$ cat src/rtl/clk_period_meas_if.sv
// Result handshake between clk_period_meas (master) and its consumer (slave).
interface clk_period_meas_if;
  logic        meas_ack;
  logic [31:0] meas_count;
  logic        meas_valid;
  logic        meas_overrun;
  logic        meas_timeout;

  modport master (
    input  meas_ack,
    output meas_count,
    output meas_valid,
    output meas_overrun,
    output meas_timeout
  );

  modport slave (
    output meas_ack,
    input  meas_count,
    input  meas_valid,
    input  meas_overrun,
    input  meas_timeout
  );
endinterface

$ cat src/rtl/clk_period_meas.sv
// Measures edge-to-edge intervals of an asynchronous slow input in clk cycles.
// Define CLK_MEAS_FULL_PERIOD_EN to count rising edges only (full period).
module clk_period_meas #(
  parameter int unsigned SYNC_STAGES = 2,
  parameter logic [31:0] TIMEOUT     = 32'hFFFF_FFFF
) (
  input  logic              clk,
  input  logic              clk_rst,
  input  logic              sig_in,
  clk_period_meas_if.master meas
);

  typedef enum logic [1:0] {StIdle, StArm, StCount} state_e;

  logic [SYNC_STAGES-1:0] sync_q;
  logic                   hist_q;
  logic [31:0]            cnt_q;
  state_e                 state_q;
  logic                   sync_out;
  logic                   e;

  assign sync_out = sync_q[SYNC_STAGES-1];

`ifdef CLK_MEAS_FULL_PERIOD_EN
  assign e = sync_out & ~hist_q;
`else
  assign e = sync_out ^ hist_q;
`endif

  always_ff @(posedge clk) begin
    if (clk_rst) begin
      sync_q            <= '0;
      hist_q            <= 1'b0;
      cnt_q             <= '0;
      state_q           <= StIdle;
      meas.meas_count   <= '0;
      meas.meas_valid   <= 1'b0;
      meas.meas_overrun <= 1'b0;
      meas.meas_timeout <= 1'b0;
    end else begin
      sync_q            <= {sync_q[SYNC_STAGES-2:0], sig_in};
      hist_q            <= sync_out;
      meas.meas_timeout <= 1'b0;
      // A publish in the same cycle below overrides this clear.
      if (meas.meas_valid && meas.meas_ack) begin
        meas.meas_valid <= 1'b0;
      end
      case (state_q)
        StIdle: begin
          // First edge may be a synchronizer reset artefact; only arm on it.
          if (e) begin
            state_q <= StArm;
            cnt_q   <= 32'd1;
          end
        end
        StArm: begin
          if (e) begin
            state_q <= StCount;
            cnt_q   <= 32'd1;
          end else if (cnt_q == TIMEOUT) begin
            meas.meas_timeout <= 1'b1;
            state_q           <= StIdle;
            cnt_q             <= '0;
          end else begin
            cnt_q <= cnt_q + 32'd1;
          end
        end
        StCount: begin
          if (e) begin
            cnt_q <= 32'd1;
            if (!meas.meas_valid || meas.meas_ack) begin
              meas.meas_count <= cnt_q;
              meas.meas_valid <= 1'b1;
            end else begin
              meas.meas_overrun <= 1'b1;
            end
          end else if (cnt_q == TIMEOUT) begin
            meas.meas_timeout <= 1'b1;
            state_q           <= StIdle;
            cnt_q             <= '0;
          end else begin
            cnt_q <= cnt_q + 32'd1;
          end
        end
        default: state_q <= StIdle;
      endcase
    end
  end

endmodule

$ cat src/flat_wrapper.sv
// flat-port wrapper written by rule: the top's interface ports become plain ports
module clk_period_meas_flat 
#(
  parameter int unsigned SYNC_STAGES = 2,
  parameter logic [31:0] TIMEOUT     = 32'hFFFF_FFFF
)
  (clk, clk_rst, sig_in, meas_meas_ack, meas_meas_count, meas_meas_valid, meas_meas_overrun, meas_meas_timeout);
  clk_period_meas_if meas_i ();
  input  logic clk;
  input  logic clk_rst;
  input  logic sig_in;
  input wire logic [$bits(meas_i.meas_ack)-1:0] meas_meas_ack;
  output wire logic [$bits(meas_i.meas_count)-1:0] meas_meas_count;
  output wire logic [$bits(meas_i.meas_valid)-1:0] meas_meas_valid;
  output wire logic [$bits(meas_i.meas_overrun)-1:0] meas_meas_overrun;
  output wire logic [$bits(meas_i.meas_timeout)-1:0] meas_meas_timeout;
  assign meas_i.meas_ack = meas_meas_ack;
  assign meas_meas_count = meas_i.meas_count;
  assign meas_meas_valid = meas_i.meas_valid;
  assign meas_meas_overrun = meas_i.meas_overrun;
  assign meas_meas_timeout = meas_i.meas_timeout;
  clk_period_meas #(.SYNC_STAGES(SYNC_STAGES), .TIMEOUT(TIMEOUT)) u_core (.clk(clk), .clk_rst(clk_rst), .sig_in(sig_in), .meas(meas_i));
endmodule
$ cat config.mk
export PLATFORM = sky130hd
export DESIGN_NAME = clk_period_meas_flat
export DESIGN_NICKNAME = d
export VERILOG_FILES = /design/src/rtl/clk_period_meas_if.sv /design/src/rtl/clk_period_meas.sv /design/src/flat_wrapper.sv
export SDC_FILE = /design/constraint.sdc
export NUM_CORES = 1
export LEC_CHECK = 0
export ABC_AREA = 1
export BUFFER_PORTS_ARGS = -buffer_cell sky130_fd_sc_hd__buf_2
export CELL_PAD_IN_SITES_DETAIL_PLACEMENT = 2
export CELL_PAD_IN_SITES_GLOBAL_PLACEMENT = 2
export CORE_ASPECT_RATIO = 1.1
export CORE_MARGIN = 1
export CORE_UTILIZATION = 34
export CTS_BUF_LIST = sky130_fd_sc_hd__clkbuf_4
export CTS_CLUSTER_SIZE = 8
export DETAILED_ROUTE_END_ITERATION = 8
export PLACE_DENSITY_LB_ADDON = 0.25
export SYNTH_ARGS = -nofsm -noshare
export SYNTH_HDL_FRONTEND = slang
export SYNTH_SLANG_ARGS = --single-unit
$ cat constraint.sdc
create_clock -name clk -period 1.8 [get_ports clk]
set_input_delay 0.27 -clock clk [delete_from_list [all_inputs] [get_ports clk]]
set_output_delay 0.27 -clock clk [all_outputs]
set_load 0.02 [all_outputs]
==> results of run 1 <==
-- per-layer routing --
| metal | GRT usage, % | part of all wire [%] |
|---|---|---|
| met1 | 28.1 | 46 |
| met2 | 41.5 | 50 |
| met3 | 3.72 | 2.1 |
| met4 | 9.11 | 2.0 |
| met5 | 0 | 0 |
-- metrics by stage --
step                      instance area, um2  cells  setup WS, ns
final                                   4380    732        0.0863
after detailed placement                4160    715        0.0118
after floorplan                         3610    520         0.234
after global placement                  4160    715         0.135
after CTS                               4330    731       0.00986
after global routing                    4380    732       -0.0127
-- cell usage in the layout (no fill, tap or decap), drive strengths merged --
cell	instances
clkinv	1
buf	70
nand2	145
nand4	8
nor2	82
a21oi	57
clkinvlp	4
xor2	4
or2	2
bufinv	2
dfxtp	72
o21a	1
o21ai	43
ha	5
nand3	26
inv	48
nand3b	2
clkbuf	9
o21bai	1
nor3	7
-- sequential cells by signal (all words and copies together), names as in the netlist --
signal	count
u_core.state_q	2
u_core.cnt_q	32
u_core.meas.meas_count	32
u_core.sync_q	2
u_core.meas.meas_timeout	1
u_core.meas.meas_overrun	1
u_core.hist_q	1
u_core.meas.meas_valid	1
-- final timing paths --
path                                              startpoint                             to  slack [ns]  cells after the start
worst max-delay path            u_core.cnt_q[0]$_SDFFE_PP0P_  u_core.cnt_q[23]$_SDFFE_PP0P_        0.09                     11
worst min-delay path                                  sig_in    u_core.sync_q[0]$_SDFF_PP0_        0.02                      3
worst max register to register  u_core.cnt_q[0]$_SDFFE_PP0P_  u_core.cnt_q[23]$_SDFFE_PP0P_        0.09                     11
worst min register to register   u_core.sync_q[0]$_SDFF_PP0_    u_core.sync_q[1]$_SDFF_PP0_        0.42                      2
-- cell families (layout without fill, tap and decap cells) --
family,after synthesis,in the layout,share of synthesized area (%)
compound gates,102,102,14.8
xor+xnor,4,4,0.969
fa+ha+maj,5,5,1.73
buf+inv,65,134,7.44
flops,72,72,39.9
simple gates,272,272,35.2
-- power by group --
part	leakage, nW	internal (mW)	switching, mW	total [mW]
sequential	0.586	1.60	0.00862	1.61
combinational	1.08	0.0601	0.146	0.206
clock	0.0762	0.561	0.664	1.22
total	1.74	2.22	0.818	3.04
-- worst register-to-register path: cells and delay by family (launching register included) --
family | cells | cell delay, ns
AO/OA/AOI/OAI | 1 | 0.06
adder cells (fa/ha/maj) | 1 | 0.19
buffers and inverters | 1 | 0.15
flip-flops | 1 | 0.38
AND/OR/NAND/NOR | 8 | 0.79
-- cell type report --
| class | instances | area [um2] | area share, % |
|---|---|---|---|
| repair buffers | 70 | 455 | 10.4 |
| flip-flops and latches | 72 | 1460 | 33.3 |
| multi-input cells | 383 | 1930 | 44.1 |
| clock inverters | 7 | 95.1 | 2.17 |
| inverters | 48 | 189 | 4.31 |
| well taps | 143 | 179 | 4.09 |
| clock buffers | 9 | 67.6 | 1.54 |
-- what timing repair did --
item                       in CTS  in global routing
pin swaps                       0                  3
gates resized for setup         3                 18
setup buffers                   0                  1
setup endpoints to repair       4                 34
==> results.cfg, run 1 <==
[critical_path]
crit_chain = ha_1 -> nand2_2 -> nor2_4 -> nand2_4 -> nor2_8 -> nand2_4 -> nand2_4 -> buf_4 -> nor2_1 -> nand2_1 -> a21oi_1
crit_arrival_ns = 2.05
cp_common_cell = nand2_4
endpoint_kind = flop
cp.required_ns = 2.13
path_max_fanout = 7
critPathTopFamily = simple AND/OR/NAND/NOR gates
critPathSlowestCell = dfxtp_2
slowest_delay_ns = 0.38
path_buf_inv = 1
critPathLaunchType = flop
criticalPathCategory = flop to flop

[synthesis]
async_flop_share_pct = 0
yosys-top-cells-area = dfxtp_1 (40%), nand2_1 (13%), a21oi_1 (7.2%), nor2_1 (7.2%), o21ai_0 (6.0%)
synth_most_common_cell = nand2_1
synth_top_cell_area_share_pct = 39.9
syn-cell-area_um2 = 3610
ys_seq_area_share_pct = 39.9
synthTopCellsByCount = nand2_1 (127), dfxtp_1 (72), nor2_1 (69), a21oi_1 (52), inv_1 (45)
synth_flop_cell = dfxtp_1
ys_warn_count = 0
synthesis.area_per_instance_um2 = 6.95
synth_seq_cells = 72
synth_edf_count = 0
synth_cell_types = 30
synth_top_area_cell = dfxtp_1
synth_fp_nets = 529
synthCells = 520

[route]
wire_per_inst_um = 16.7
drt_iter0_drc = 95
viasPerCell = 5.10
dr.pass1.iters = 4
postRouteAntennaNets = 0
drt_wl_total_um = 12200
dr_total_vias = 3732
drc = 0

[outcome]
outcome = finished, final reports clean

[timing]
rsz0062_at_grt = yes
finClkSkew_ns = 0.0137
slew_headroom_pct = 71.8
maxSlewViolCount = 0
finalCritPeriodShare_pct = 95.2
setup_viol = 0
fmax_mhz = 584
min_period_ns = 1.71
finalHoldViolCount = 0
worstMarginPinSlew_ns = 0.418
whs_ns = 0.0225
tns_ns = 0

[clocking]
cts_tree = built
htreeDepth = 3
cts_buffers = 9
clock_path_buffers = 2
clockRootBuffer = clkbuf_4
clkSlewWorstSetupHoldPaths_ns = 0.14
postCtsHoldBufs = 0
cts.sinks = 72
worstSkewPairLatency_ns = 0.46

[pwr]
total_power_mw = 3.04
peakVddDrop_uv = 492
p_per_area_nw_per_um2 = 694
leakagePower_nw = 1.74

[place]
gp_congestion = 0.823
portBuffers = 38
hpwl_um = 9010

[global_routing]
grt_start_max_net_pins = 38
antenna_found_initial = 0
grt_pass1_wl_um = 19700
track_usage_pct = 23.3
grt_pass1_vias = 3956
overflow = 0

[floorplanning]
die_area_um2 = 11000
die_y_um = 110
core_area_um2 = 10300
start_util_pct = 34.9
io_pins = 39
fp.dieW_um = 100
std_cell_rows = 39

[hold_path]
hp-class = input pin to flop

[layout]
drive_gt1_share_pct = 25.0
diodes = 0
fin_nets = 593
nFillCells = 1306
syn2layout_area_growth_pct = 21.2
utilization_pct = 42.3

[job]
maxCapViolations = 0
(Power assumes the default switching activity.)
==> run 2, diff against run 1 <==
--- a/config.mk
+++ b/config.mk
@@ -11,7 +11,7 @@
 export CELL_PAD_IN_SITES_GLOBAL_PLACEMENT = 2
 export CORE_ASPECT_RATIO = 1.1
 export CORE_MARGIN = 1
-export CORE_UTILIZATION = 34
+export CORE_UTILIZATION = 31
 export CTS_BUF_LIST = sky130_fd_sc_hd__clkbuf_4
 export CTS_CLUSTER_SIZE = 8
 export DETAILED_ROUTE_END_ITERATION = 8
==> constraint.sdc (replaced) <==
create_clock -name clk -period 1.4 [get_ports clk]
set_input_delay 0.21 -clock clk [delete_from_list [all_inputs] [get_ports clk]]
set_output_delay 0.21 -clock clk [all_outputs]
set_load 0.02 [all_outputs]
==> run 2 against run 1 <==
  * Area after synthesis did not move
  * Synthesized cell count did not move
  * The flow now stops in global routing (5_1_grt)
==> results.cfg, run 2 <==
[outcome]
stop_error = [ERROR DPL-0033] detailed placement checks failed during check placement.
outcome = stopped before the end
failing_step = global routing (5_1_grt)

[global_routing]
grt_start_max_net_pins = 39
antenna_found_initial = 3

[synthesis]
yosys-top-cells-area = dfxtp_1 (40%), nand2_1 (13%), a21oi_1 (7.2%), nor2_1 (7.2%), o21ai_0 (6.0%)
synth_top_cell_area_share_pct = 39.9
synth_most_common_cell = nand2_1
syn-cell-area_um2 = 3610
synth_cell_types = 30
synth_fp_nets = 529
async_flop_share_pct = 0
synth_flop_cell = dfxtp_1
ys_seq_area_share_pct = 39.9
synthesis.area_per_instance_um2 = 6.95
synthCells = 520
synth_seq_cells = 72
synth_top_area_cell = dfxtp_1
ys_warn_count = 0
synth_edf_count = 0
synthTopCellsByCount = nand2_1 (127), dfxtp_1 (72), nor2_1 (69), a21oi_1 (52), inv_1 (45)

[floorplanning]
die_y_um = 115
std_cell_rows = 40
fp.dieW_um = 105
io_pins = 39
start_util_pct = 32.5

[clocking]
cts.sinks = 72
htreeDepth = 3
clockRootBuffer = clkbuf_4
cts_buffers = 9
clock_path_buffers = 2

[place]
gp_congestion = 0.845
dp_cells = 783
pre_cts_slack_ns = -0.380
placed_cell_area_um2 = 4710
portBuffers = 38
hpwl_um = 11000

[timing]
endpoint_type = register data pin
crit_endpoint = u_core.cnt_q[24]$_SDFFE_PP0P_/D
-- run 2: cell counts after synthesis --
No cell type changed its count.
-- run 2: logic make-up after synthesis --
group                      after synthesis  synth area share [%]
xor gates and xnor gates                 4                 0.969
adders and majority gates                5                  1.73
and+or+nand+nor                        272                  35.2
buffers and inverters                   65                  7.44
DFF                                     72                  39.9
AOI/OAI and AO/OA                      102                  14.8
-- run 2: metrics by stage --
step                      hold slack [ns]  setup TNS [ns]  util, %
after global placement              0.394           -5.30     42.4
after CTS                           0.109           -6.31     47.5
after detailed placement            0.408          -12.74     42.4
after floorplan                     0.317           -1.17        -
-- run 2: what timing repair did --
item / in CTS
hold buffers: 1
gates cloned: 3
setup buffers: 10
setup endpoints to repair: 66
pin swaps: 23
resized for setup: 93
endpoints found under the hold margin: 1
==> run 3, diff against run 2 <==
==> config.mk (replaced) <==
export PLATFORM = sky130hd
export DESIGN_NAME = clk_period_meas_flat
export DESIGN_NICKNAME = d
export VERILOG_FILES = /design/src/rtl/clk_period_meas_if.sv /design/src/rtl/clk_period_meas.sv /design/src/flat_wrapper.sv
export SDC_FILE = /design/constraint.sdc
export NUM_CORES = 1
export LEC_CHECK = 0
export ABC_AREA = 1
export BUFFER_PORTS_ARGS = -buffer_cell sky130_fd_sc_hd__buf_2
export CORE_MARGIN = 1
export CORE_UTILIZATION = 40
export DETAILED_ROUTE_END_ITERATION = 8
export PLACE_DENSITY_LB_ADDON = 0.15
export SYNTH_ARGS = -nofsm -noshare
export SYNTH_HDL_FRONTEND = slang
export SYNTH_SLANG_ARGS = --single-unit
==> constraint.sdc (replaced) <==
create_clock -name clk -period 1.8 [get_ports clk]
set_input_delay 0.27 -clock clk [delete_from_list [all_inputs] [get_ports clk]]
set_output_delay 0.27 -clock clk [all_outputs]
set_load 0.02 [all_outputs]
==> run 3 against run 2 <==
  * The run now ends clean
==> results.cfg, run 3 (synthesized netlist as in run 1, its figures left out) <==
[outcome]
outcome = finished, final reports clean

[layout]
fin_cells = 684
drive_gt1_share_pct = 21.7
syn2layout_area_growth_pct = 18.1
finalInstanceArea_um2 = 4270
reg_top3 = u_core.cnt_q x32, u_core.meas.meas_count x32
diodes = 0
final_cell_mix = nand2_1 (127), dfxtp_1 (69), nor2_1 (65)
mostFrequentLayoutCell = nand2_1
nFillCells = 910
utilization_pct = 48.9
fin_nets = 580

[critical_path]
r2r-start = u_core.cnt_q[1]$_SDFFE_PP0P_
critPathLaunchType = flop
crit_path_end = u_core.cnt_q[26]$_SDFFE_PP0P_
criticalPathCategory = flop to flop
reg2reg_to = u_core.cnt_q[26]$_SDFFE_PP0P_
r2r_cells = 10
reg2reg_setup_slack_ns = 0.12
crit_start = u_core.cnt_q[1]$_SDFFE_PP0P_
crit_arrival_ns = 1.89
endpoint_kind = flop
cp.required_ns = 2.01
path_max_fanout = 13

[clocking]
cts_buffers = 9
clock_path_buffers = 2
postCtsHoldBufs = 0
clockRootBuffer = clkbuf_8
cts.sinks = 72
worstSkewPairLatency_ns = 0.34
cts.repair.resized = 0
htreeDepth = 3
cts_tree = built
clkSlewWorstSetupHoldPaths_ns = 0.07
post_cts_buffers = 0

[floorplanning]
die_area_um2 = 9420
die_y_um = 97.0
std_cell_rows = 34
start_util_pct = 41.4
io_pins = 39
core_area_um2 = 8720
fp.dieW_um = 97.0

[place]
hpwl_um = 6220
pre_cts_slack_ns = 0.0377
gp_congestion = 0.811
placed_cell_area_um2 = 4020
dp_cells = 667
portBuffers = 38

[global_routing]
track_usage_pct = 19.8
grt_start_max_net_pins = 52
antenna_found_initial = 0
grt_pass1_vias = 3086
grt_pass1_wl_um = 15200
overflow = 0

[timing]
fin_ws_ns = 0.122
worstMarginPinSlew_ns = 0.414
tns_ns = 0
whs_ns = 0.129
min_period_ns = 1.68
finClkSkew_ns = 0.00831
fmax_mhz = 596
finalHoldViolCount = 0
slew_headroom_pct = 72.1
maxSlewViolCount = 0
finalCritPeriodShare_pct = 93.2
rsz0062_at_grt = no
setup_viol = 0

[route]
viasPerCell = 4.87
drt_iter0_drc = 203
dr_total_vias = 3330
drc = 0
postRouteAntennaNets = 0
wire_per_inst_um = 13.2
drt_wl_total_um = 9050
dr.pass1.iters = 4

[hold_path]
hp-start = sig_in
hold_path_depth = 3
hp-class = input pin to flop

[pwr]
p_per_area_nw_per_um2 = 726
total_power_mw = 3.10
leakagePower_nw = 1.70
peakVddDrop_uv = 403

[job]
maxCapViolations = 0
==> run 3: final cells by class <==
type	count	area, um2	share of cell area (%)
multi-input combinational	383	1940	45.4
sequential	72	1450	33.9
timing repair buffer	56	350	8.21
inverter	48	193	4.51
clock buffer	13	159	3.72
tap	108	135	3.17
clock inverter	3	40.0	0.938
timing repair inverter	1	8.76	0.205
==> run 3: where the power goes <==
part / switching (mW) / internal (mW)
Sequential: 0.00849 / 1.60
Combinational: 0.133 / 0.0588
Clock: 0.582 / 0.713
Total: 0.724 / 2.37
==> run 3: worst max-delay path: stages (launching register included) <==
cell,delay [ns]
dfxtp_2,0.37
ha_1,0.19
nand2_2,0.10
nor2_4,0.15
nand2_4,0.09
nor2_8,0.17
nand2_4,0.10
nand2_8,0.12
clkinv_8,0.10
nand3_1,0.10
a21oi_1,0.06
==> run 3: worst min path at each step <==
stage | to | slack, ns
final | u_core.sync_q[0]$_SDFF_PP0_ | 0.13
after global routing | u_core.sync_q[0]$_SDFF_PP0_ | 0.14
after CTS | u_core.sync_q[0]$_SDFF_PP0_ | 0.11
after detailed placement | u_core.sync_q[1]$_SDFF_PP0_ | 0.40
after global placement | u_core.sync_q[1]$_SDFF_PP0_ | 0.39
after floorplan | u_core.sync_q[0]$_SDFF_PP0_ | 0.38
==> run 3: per-layer routing <==
layer / track usage, % / wire [um]
met1: 28.5 / 4660
met2: 30.0 / 3960
met3: 3.90 / 346
met4: 5.51 / 76
met5: 0 / 0
